**src/rtl/enigma_pkg.sv**
```systemverilog
// Shared plugboard definitions: letter widths, error codes, pair-entry states
// and small one-hot helpers used by the plugboard writer and its lookups.
package enigma_pkg;

  localparam int NUM_LETTERS = 26;
  localparam int LETTER_W    = 5;

  typedef logic [NUM_LETTERS-1:0] letter_vec_t;
  typedef logic [LETTER_W-1:0]    letter_idx_t;

  // Error codes reported to the operator after a rejected key press
  typedef enum logic [1:0] {
    ERR_NONE   = 2'd0,
    ERR_ONEHOT = 2'd1,
    ERR_IN_USE = 2'd2,
    ERR_FULL   = 2'd3
  } err_code_e;

  // Pair-entry state machine
  typedef enum logic [1:0] {
    ST_IDLE       = 2'd0,
    ST_HAVE_FIRST = 2'd1,
    ST_COMMIT     = 2'd2
  } pair_state_e;

  // True when exactly one letter is selected
  function automatic logic onehot_valid(input letter_vec_t v);
    return $onehot(v);
  endfunction

  // Letter index back to a one-hot letter; out-of-range indices give no letter
  function automatic letter_vec_t idx_to_onehot(input letter_idx_t idx);
    letter_vec_t v;
    v = '0;
    if (int'(idx) < NUM_LETTERS) v[idx] = 1'b1;
    return v;
  endfunction

endpackage

```
**src/rtl/plugboard_pair_loader_if.sv**
```systemverilog
// Signal bundle between the switches/keys/lookup paths and the plugboard writer.
// master = whoever drives switches, key, clear and lookup letters; slave = plugboard.
interface plugboard_pair_loader_if;
  import enigma_pkg::*;

  letter_vec_t letter_in;
  logic        enter_n;
  logic        clear;
  letter_vec_t fwd_in;
  letter_vec_t fwd_out;
  letter_vec_t ret_in;
  letter_vec_t ret_out;
  logic [3:0]  pair_count;
  logic        pending;
  logic        err;
  logic [1:0]  err_code;

  modport master (
    output letter_in, enter_n, clear, fwd_in, ret_in,
    input  fwd_out, ret_out, pair_count, pending, err, err_code
  );

  modport slave (
    input  letter_in, enter_n, clear, fwd_in, ret_in,
    output fwd_out, ret_out, pair_count, pending, err, err_code
  );

endinterface

```
**src/rtl/onehot_to_index.sv**
```systemverilog
// Converts a 26-bit one-hot letter into its 5-bit index plus a flag saying
// whether the input really was a single letter.
module onehot_to_index
  import enigma_pkg::*;
(
  input  letter_vec_t onehot,
  output letter_idx_t idx,
  output logic        valid
);

  // Encode the set bit; the index is only meaningful when valid is high
  always_comb begin
    idx = '0;
    for (int i = 0; i < NUM_LETTERS; i++) begin
      if (onehot[i]) idx = letter_idx_t'(i);
    end
    valid = onehot_valid(onehot);
  end

endmodule

```
**src/rtl/plugboard_pair_loader.sv**
```systemverilog
// Plugboard writer: takes letters one key press at a time, validates them,
// builds the reciprocal swap table and serves registered forward/return lookups.
module plugboard_pair_loader
  import enigma_pkg::*;
#(
  parameter int MAX_PAIRS   = 10,
  parameter int SYNC_STAGES = 2
) (
  input logic                    CLOCK_50,
  input logic                    reset,
  plugboard_pair_loader_if.slave bus
);

  logic [SYNC_STAGES-1:0] sync_q;
  logic                   key_prev_q;
  logic                   press;

  letter_idx_t letter_idx;
  logic        letter_valid;
  letter_idx_t fwd_idx;
  logic        fwd_valid;
  letter_idx_t ret_idx;
  logic        ret_valid;

  letter_idx_t map_q [NUM_LETTERS];
  letter_vec_t plugged_q;
  pair_state_e state_q;
  letter_idx_t first_q;
  letter_idx_t second_q;
  logic [3:0]  pair_count_q;
  logic        pending_q;
  logic        err_q;
  err_code_e   err_code_q;
  letter_vec_t fwd_out_q;
  letter_vec_t ret_out_q;

  logic letter_plugged;
  logic pairs_full;

  onehot_to_index u_letter_idx (
    .onehot (bus.letter_in),
    .idx    (letter_idx),
    .valid  (letter_valid)
  );

  onehot_to_index u_fwd_idx (
    .onehot (bus.fwd_in),
    .idx    (fwd_idx),
    .valid  (fwd_valid)
  );

  onehot_to_index u_ret_idx (
    .onehot (bus.ret_in),
    .idx    (ret_idx),
    .valid  (ret_valid)
  );

  // Synchronise the raw key and remember the previous synced level for edge detection
  always_ff @(posedge CLOCK_50 or negedge reset) begin
    if (!reset) begin
      sync_q     <= '1;
      key_prev_q <= 1'b1;
    end else begin
      sync_q     <= {sync_q[SYNC_STAGES-2:0], bus.enter_n};
      key_prev_q <= sync_q[SYNC_STAGES-1];
    end
  end

  assign press          = key_prev_q & ~sync_q[SYNC_STAGES-1];
  assign letter_plugged = plugged_q[letter_idx];
  assign pairs_full     = (pair_count_q == 4'(MAX_PAIRS));

  // Pair-entry FSM owning the swap table, plugged mask, counters and error reporting
  always_ff @(posedge CLOCK_50 or negedge reset) begin
    if (!reset) begin
      for (int i = 0; i < NUM_LETTERS; i++) map_q[i] <= letter_idx_t'(i);
      plugged_q    <= '0;
      state_q      <= ST_IDLE;
      first_q      <= '0;
      second_q     <= '0;
      pair_count_q <= '0;
      pending_q    <= 1'b0;
      err_q        <= 1'b0;
      err_code_q   <= ERR_NONE;
    end else begin
      err_q <= 1'b0;
      if (bus.clear) begin
        for (int i = 0; i < NUM_LETTERS; i++) map_q[i] <= letter_idx_t'(i);
        plugged_q    <= '0;
        state_q      <= ST_IDLE;
        pair_count_q <= '0;
        pending_q    <= 1'b0;
        err_code_q   <= ERR_NONE;
      end else begin
        case (state_q)
          ST_IDLE: begin
            if (press) begin
              if (!letter_valid) begin
                err_q      <= 1'b1;
                err_code_q <= ERR_ONEHOT;
              end else if (letter_plugged) begin
                err_q      <= 1'b1;
                err_code_q <= ERR_IN_USE;
              end else if (pairs_full) begin
                err_q      <= 1'b1;
                err_code_q <= ERR_FULL;
              end else begin
                first_q    <= letter_idx;
                pending_q  <= 1'b1;
                err_code_q <= ERR_NONE;
                state_q    <= ST_HAVE_FIRST;
              end
            end
          end
          ST_HAVE_FIRST: begin
            if (press) begin
              if (bus.letter_in == '0) begin
                pending_q  <= 1'b0;
                err_code_q <= ERR_NONE;
                state_q    <= ST_IDLE;
              end else if (!letter_valid) begin
                err_q      <= 1'b1;
                err_code_q <= ERR_ONEHOT;
              end else if (letter_plugged || (letter_idx == first_q)) begin
                err_q      <= 1'b1;
                err_code_q <= ERR_IN_USE;
              end else begin
                second_q   <= letter_idx;
                err_code_q <= ERR_NONE;
                state_q    <= ST_COMMIT;
              end
            end
          end
          ST_COMMIT: begin
            map_q[first_q]      <= second_q;
            map_q[second_q]     <= first_q;
            plugged_q[first_q]  <= 1'b1;
            plugged_q[second_q] <= 1'b1;
            pair_count_q        <= pair_count_q + 4'd1;
            pending_q           <= 1'b0;
            state_q             <= ST_IDLE;
          end
          default: state_q <= ST_IDLE;
        endcase
      end
    end
  end

  // Registered swap lookups; anything other than a single letter yields no letter
  always_ff @(posedge CLOCK_50 or negedge reset) begin
    if (!reset) begin
      fwd_out_q <= '0;
      ret_out_q <= '0;
    end else begin
      fwd_out_q <= fwd_valid ? idx_to_onehot(map_q[fwd_idx]) : '0;
      ret_out_q <= ret_valid ? idx_to_onehot(map_q[ret_idx]) : '0;
    end
  end

  assign bus.fwd_out    = fwd_out_q;
  assign bus.ret_out    = ret_out_q;
  assign bus.pair_count = pair_count_q;
  assign bus.pending    = pending_q;
  assign bus.err        = err_q;
  assign bus.err_code   = err_code_q;

endmodule
```
**src/flat_wrapper.sv**
```systemverilog
// flat-port wrapper written by rule: the top's interface ports become plain ports
module plugboard_pair_loader_flat import enigma_pkg::*;
#(
  parameter int MAX_PAIRS   = 10,
  parameter int SYNC_STAGES = 2
)
  (CLOCK_50, reset, bus_letter_in, bus_enter_n, bus_clear, bus_fwd_in, bus_ret_in, bus_fwd_out, bus_ret_out, bus_pair_count, bus_pending, bus_err, bus_err_code);
  plugboard_pair_loader_if bus_i ();
  input logic CLOCK_50;
  input logic reset;
  input wire logic [$bits(bus_i.letter_in)-1:0] bus_letter_in;
  input wire logic [$bits(bus_i.enter_n)-1:0] bus_enter_n;
  input wire logic [$bits(bus_i.clear)-1:0] bus_clear;
  input wire logic [$bits(bus_i.fwd_in)-1:0] bus_fwd_in;
  input wire logic [$bits(bus_i.ret_in)-1:0] bus_ret_in;
  output wire logic [$bits(bus_i.fwd_out)-1:0] bus_fwd_out;
  output wire logic [$bits(bus_i.ret_out)-1:0] bus_ret_out;
  output wire logic [$bits(bus_i.pair_count)-1:0] bus_pair_count;
  output wire logic [$bits(bus_i.pending)-1:0] bus_pending;
  output wire logic [$bits(bus_i.err)-1:0] bus_err;
  output wire logic [$bits(bus_i.err_code)-1:0] bus_err_code;
  assign bus_i.letter_in = bus_letter_in;
  assign bus_i.enter_n = bus_enter_n;
  assign bus_i.clear = bus_clear;
  assign bus_i.fwd_in = bus_fwd_in;
  assign bus_i.ret_in = bus_ret_in;
  assign bus_fwd_out = bus_i.fwd_out;
  assign bus_ret_out = bus_i.ret_out;
  assign bus_pair_count = bus_i.pair_count;
  assign bus_pending = bus_i.pending;
  assign bus_err = bus_i.err;
  assign bus_err_code = bus_i.err_code;
  plugboard_pair_loader #(.MAX_PAIRS(MAX_PAIRS), .SYNC_STAGES(SYNC_STAGES)) u_core (.CLOCK_50(CLOCK_50), .reset(reset), .bus(bus_i));
endmodule
```
**config.mk**
```make
export PLATFORM = sky130hd
export DESIGN_NAME = plugboard_pair_loader_flat
export DESIGN_NICKNAME = d
export VERILOG_FILES = /design/src/rtl/enigma_pkg.sv /design/src/rtl/plugboard_pair_loader_if.sv /design/src/rtl/onehot_to_index.sv /design/src/rtl/plugboard_pair_loader.sv /design/src/flat_wrapper.sv
export SDC_FILE = /design/constraint.sdc
export NUM_CORES = 1
export LEC_CHECK = 0
export ABC_AREA = 1
export CORE_ASPECT_RATIO = 0.8
export CORE_MARGIN = 2
export CORE_UTILIZATION = 34
export DETAILED_ROUTE_END_ITERATION = 6
export HOLD_SLACK_MARGIN = 0.03
export PLACE_DENSITY_LB_ADDON = 0.25
export SETUP_SLACK_MARGIN = 0.05
export SYNTH_ARGS = -nofsm -noshare
export SYNTH_HDL_FRONTEND = slang
export SYNTH_HIERARCHICAL = 1
export SYNTH_SLANG_ARGS = --single-unit
```
**constraint.sdc**
```tcl
create_clock -name CLOCK_50 -period 2.2 [get_ports CLOCK_50]
set_clock_uncertainty 0.05 [all_clocks]
set_input_delay 0.33 -clock CLOCK_50 [delete_from_list [all_inputs] [get_ports CLOCK_50]]
set_output_delay 0.33 -clock CLOCK_50 [all_outputs]
set_load 0.02 [all_outputs]
```
# Word level (Yosys, flattened, before mapping)
# Index checks and enable logic that the tools add are counted.
# word_totals
register_bits	231
output_inout_bits	60
# op_classes
n_addsub	76
magnitude_cmp	17
n_eq_ne	15
muxes	145
n_bitwise	13
n_reduce_logical	17
# ops
operator	n
$mux 5	78
$bwmux 130	2
$mux 130	2
$mux 26	6
$add 1x1->2	39
$or 26x26->26	2
$bmux 5 s5	2
$demux 5 s5	2
$add 2x2->3	15
$mux 2	18
$lt 5x6->1 const B	5
$logic_not 26->1	1
$add 3x3->4	6
$ge 6x6->1 const B	4
$mux 1	24
$not 5->6	4
$demux 1 s5	4
$ge 5x1->1 const B	4
$add 4x2->5	3
$add 5x2->5	3
$add 5x3->5	3
$add 5x4->5	3
$add 5x5->5	3
$eq 5x1->1 const B	3
27 further kinds	47

# Longest topological paths before layout
# logic_depth
ltp_word	35
ltp_mapped	39
depth_no_buf	38

# Modules after synthesis
# The synthesis kept the hierarchy.
# modules_own_cells
mod	instances	cells_per_inst	area_each_um2	seq_area_each_um2
plugboard_pair_loader	1	1904	13598.0	5855.6
onehot_to_index (u_core.u_letter_idx ...)	2	132	952.2	0.0
onehot_to_index (u_core.u_fwd_idx)	1	134	953.4	0.0

# Least setup slack after synthesis
# Ideal clock, no wire load.
# synth_timing
path_type	input-to-reg
start	input port bus_fwd_in[11]
end	register u_core.fwd_out_q[11] (netlist: u_core/bus.fwd_out[11])
setup_time_ns	0.073
arrival_ns	5.336
required_ns	2.077
setup_slack_ns	-3.259
stages	21
path_cell_list	fa_1 -> inv_1 -> fa_1 -> inv_1 -> fa_1 -> fa_1 -> inv_1 -> fa_1 -> fa_1 -> inv_1 -> ha_1 -> inv_1 -> fa_1 -> o21ai_1 -> a21oi_1 -> o2bb2ai_1 -> a2111oi_0 -> inv_1 -> nor2_2 -> nand3_2 -> nor2_1
# synth_between
elab_cells_between_ends	33
# synth_rtl
element	line_no	rtl
start, declared	flat_wrapper.sv:14	input wire logic [$bits(bus_i.fwd_in)-1:0] bus_fwd_in;
$add 1x1->2 (implied by the code)	enigma_pkg.sv:28	return $onehot(v);
$add 2x2->3 (implied by the code)	enigma_pkg.sv:28	
$add 3x3->4 (implied by the code)	enigma_pkg.sv:28	
$add 5x4->5 (implied by the code)	enigma_pkg.sv:28	
$add 5x5->5 (implied by the code)	enigma_pkg.sv:28	
$eq 5x1->1	enigma_pkg.sv:28	
named net u_core.fwd_valid	plugboard_pair_loader.sv:21	logic fwd_valid;
$mux 26	plugboard_pair_loader.sv:155	fwd_out_q <= fwd_valid ? idx_to_onehot(map_q[fwd_idx]) : '0;
end signal, assigned	plugboard_pair_loader.sv:155	
end, declared	plugboard_pair_loader.sv:34	letter_vec_t fwd_out_q;
# The timed path passes the listed nets, and every way through them passes these cells. The select of a mux whose other input is x is not followed.
# A chain may end at the register's enable or synchronous reset.

# Final worst setup path
# layout_timing
start	input port bus_fwd_in[15]
end	register u_core.fwd_out_q[11] (netlist: u_core/bus.fwd_out[11])
# Same word-level chain as after synthesis.

==> summary.md <==
| Metric | Value |
|---|---|
| Antenna violations before repair | 0 |
| Rel. slew slack | 54.9% |
| Ys async rst share | 100% |
| Final instance area | 0.0221 mm² |
| Post-synthesis sequential element count | 231 |
| Crit-path slowest cell | fa_1 |
| Port Buffer Count | 141 |
| Worst Path Max Fanout | 6 |
| Critical Path RT | 2650 ps |
| Violated checks | setup timing |
| ANT cells | 0 |
| CTS buffer count | 27 |
| Pwr/cell area | 942 mW/mm² |
| Number of I/O pins | 142 |
| WL final | 62600 µm |
| Synth warnings | 6 |
| Max cap viols | 0 |
| Synth-to-Final Area Change | 34.1% |
| GPL Wtd Cong | 0.941 |
| Row count | 72 |
| DP HPWL | 48300 µm |
| First-pass GRT wire length | 97900 µm |
| Worst-Margin Slew | 674 ps |
| Total grt overflow | 0 |
| Die ar. | 0.0502 mm² |
| Detailed-route DRC error count | 0 |
| Post-Synthesis Cells | 2302 |
| Arrival time at the worst endpoint | 5590 ps |
| Netlist cell types | 51 |
| Status | finished, violations left |
| Cell Area, Synth | 0.0165 mm² |
| Syn_area_per_cell | 7.15 µm² |
| Crit. End Element | flop |
| Initial core utilization | 34.2% |
| Period utilization | 234% |
| Tot GR Track Use | 24.8% |
| Die width | 250 µm |
| Sink Count | 231 |
| Vias in the first global route | 17200 |
| Main synth FF type | dfrtp_1 |
| Placed Area | 0.0207 mm² |
| DR WL/cell | 18.8 µm |
| DRT antenna net count | 0 |
| Crit start category | input port |
| CP most frequent cell | fa_1 |
| Fraction of layout cells with a size suffix above 1 | 24.9% |
| Setup_tns | -184150 ps |
| CTS Buffer Depth | 3 |
| H-tree depth | 1 |
| Setup ws final | -2950 ps |
| Kind of critical path | in -> reg |
| CORE AREA | 0.0481 mm² |
| Drt initial violations | 1693 |
| Clock-pin slew on the worst setup and hold paths | 60 ps |
| VDD IR-drop max | 0.674 mV |
| Hold Slack | 85.8 ps |
| Final Critical Period | 5150 ps |
| Design Power | 20.8 mW |
| EDFF count, synth | 0 |
| Drt first pass iters | 5 |
| Die H | 201 µm |
| FMAX | 0.194 GHz |
| Pins over their slew limit | 0 |
| Root Buffer | clkbuf_16 |
| Sequential area share after synthesis | 35.6% |
| Worst-skew pair later-pin latency | 570 ps |
| Leak Pwr | 10.3 nW |
| Number of filler cells placed in the layout | 4785 |
| CTS tree | yes |
| CP cell instances | buf_8 -> fa_1 -> inv_2 -> fa_1 -> inv_1 -> fa_1 -> fa_1 -> inv_1 -> fa_1 -> fa_1 -> inv_1 -> ha_2 -> inv_2 -> fa_2 -> buf_6 -> xor2_2 -> nand3_2 -> a2111oi_4 -> inv_1 -> nor2_4 -> nand3_4 -> nor2_2 |
| Largest net degree at the start of global routing | 67 |
| Final net count | 2850 |
| Endpoints failing setup | 68 |
| Worst Hold Class | in -> reg |
| Via density | 5.27 |
| Vias | 17600 |
| Max stage delay on crit path | 550 ps |
| Syn_nets | 2471 |
| Unrepaired setup endpoints after global routing | yes |
| Final hold vios | 0 |
## stage by stage
step	util, %	std cells	setup slack, ps
global route	45.9	3331	-3110
finish	45.9	3331	-2950
global placement	42.9	3269	-3720
floorplan	-	2302	-2900
detailed placement	42.9	3269	-3800
CTS	45.2	3326	-3050
## synth_stat cells, drive strengths merged (2+ instances only)
master | n | share of area [%]
a211oi | 12 | 0.55
a21o | 2 | 0.091
a21oi | 157 | 4.8
a221oi | 7 | 0.37
a22o | 5 | 0.27
a22oi | 12 | 0.55
a31oi | 24 | 0.91
a32o | 4 | 0.24
a32oi | 2 | 0.11
a41oi | 7 | 0.37
buf | 58 | 2.0
bufinv | 6 | 0.64
clkbuf | 38 | 0.87
clkinv | 4 | 0.091
dfrtp | 171 | 26
dfstp | 60 | 9.6
fa | 54 | 6.6
ha | 33 | 2.5
inv | 307 | 7.0
nand2 | 575 | 13
nand3 | 227 | 7.0
nand4 | 6 | 0.27
nor2 | 264 | 6.7
nor3 | 16 | 0.49
nor4 | 11 | 0.42
o211ai | 27 | 1.2
o21ai | 168 | 5.1
o22ai | 21 | 0.80
o311ai | 3 | 0.16
o31ai | 2 | 0.091
o41ai | 4 | 0.21
or2 | 2 | 0.076
xnor2 | 4 | 0.21
xor2 | 3 | 0.16
## repair_timing
action	CTS	global route
pin swaps	69	66
hold buffers	1	0
endpoints found under the setup margin	68	98
endpoints found under the hold margin	72	0
gates resized for setup	151	127
setup buffers	6	6
## layer usage
metal | vias to the layer above | share of wire (%) | track usage (%)
li1 | 8276 | - | -
met3 | 135 | 9.1 | 4.33
met4 | 0 | 2.8 | 6.99
met1 | 8329 | 45 | 36.0
met2 | 822 | 43 | 37.9
met5 | - | 0 | 0
## flip-flops by register name, summed over array words and instances (netlist names)
register,cells
u_core/bus.err,1
u_core/bus.err_code,2
u_core/bus.fwd_out,26
u_core/bus.pair_count,4
u_core/bus.pending,1
u_core/bus.ret_out,26
u_core/first_q,5
u_core/key_prev_q,1
u_core/map_q,130
u_core/plugged_q,26
u_core/second_q,5
u_core/state_q,2
u_core/sync_q,2
## cell usage in the layout (no fill, tap or decap), types with 8 or more instances in the layout
master | netlist | routed
a211oi_1 | 12 | 10
a21oi_1 | 157 | 151
a22oi_1 | 12 | 12
a31oi_1 | 24 | 24
buf_12 | 0 | 16
buf_2 | 42 | 11
buf_4 | 5 | 283
buf_6 | 5 | 12
clkbuf_16 | 0 | 27
clkbuf_2 | 0 | 14
clkdlybuf4s50_1 | 0 | 103
clkinv_2 | 0 | 8
dfrtp_1 | 171 | 164
dfstp_2 | 60 | 60
fa_1 | 54 | 51
ha_1 | 33 | 30
inv_1 | 247 | 233
inv_2 | 60 | 69
nand2_1 | 566 | 542
nand2_2 | 9 | 25
nand2_4 | 0 | 8
nand3_1 | 223 | 219
nor2_1 | 233 | 193
nor2_2 | 25 | 49
nor2_4 | 6 | 22
nor3_1 | 16 | 11
nor4_1 | 11 | 11
o211ai_1 | 27 | 27
o21ai_0 | 147 | 145
o21ai_1 | 20 | 20
o22ai_1 | 21 | 21
## cell type report
cell class / instances / area (µm²) / area share (%)
Inverter: 317 / 1290 / 5.84
Multi-Input combinational cell: 1658 / 9360 / 42.4
Clock inverter: 16 / 193 / 0.873
Sequential cell: 231 / 5860 / 26.6
Tap cell: 629 / 787 / 3.57
Timing Repair Buffer: 446 / 3820 / 17.3
Clock buffer: 34 / 752 / 3.41
## cell families (layout without fill, tap and decap cells)
logic type | after synthesis | in the layout | synth area share [%]
adders and majority gates | 87 | 87 | 9.08
xor gates and xnor gates | 7 | 7 | 0.373
DFF | 231 | 231 | 35.6
buffers and inverters | 413 | 813 | 10.6
AOI/OAI and AO/OA | 462 | 462 | 16.1
and+or+nand+nor | 1102 | 1102 | 28.2
## worst max-delay path, delay by kind of cell
family	cells	cell delay, ps
fa+ha+maj	8	3460
buf+inv	8	620
simple gates	4	570
compound gates	1	490
xor+xnor	1	130
## where the power goes
part	total (mW)	switching (mW)	leakage, nW	internal (mW)
registers	4.76	0.272	3.00	4.49
clock network	4.79	1.90	0.468	2.89
logic	11.2	6.55	6.83	4.67
total	20.8	8.72	10.3	12.0
## final timing paths
check	to	startpoint	cells past startpoint	slack, ps
min reg2reg	u_core/sync_q[1]$_DFF_PN1_	u_core/sync_q[0]$_DFF_PN1_	0	310
min in group asynchronous	u_core/map_q[118]$_DFFE_PN0P_	reset	2	240
min	u_core/plugged_q[6]$_DFFE_PN0P_	bus_clear	2	90
max	u_core/bus.fwd_out[11]$_DFF_PN0_	bus_fwd_in[15]	22	-2950
max in group asynchronous	u_core/map_q[78]$_DFFE_PN1P_	reset	3	1110
max reg2reg	u_core/bus.fwd_out[19]$_DFF_PN0_	u_core/map_q[68]$_DFFE_PN1P_	10	80
Power figures use the tool's default switching activity.
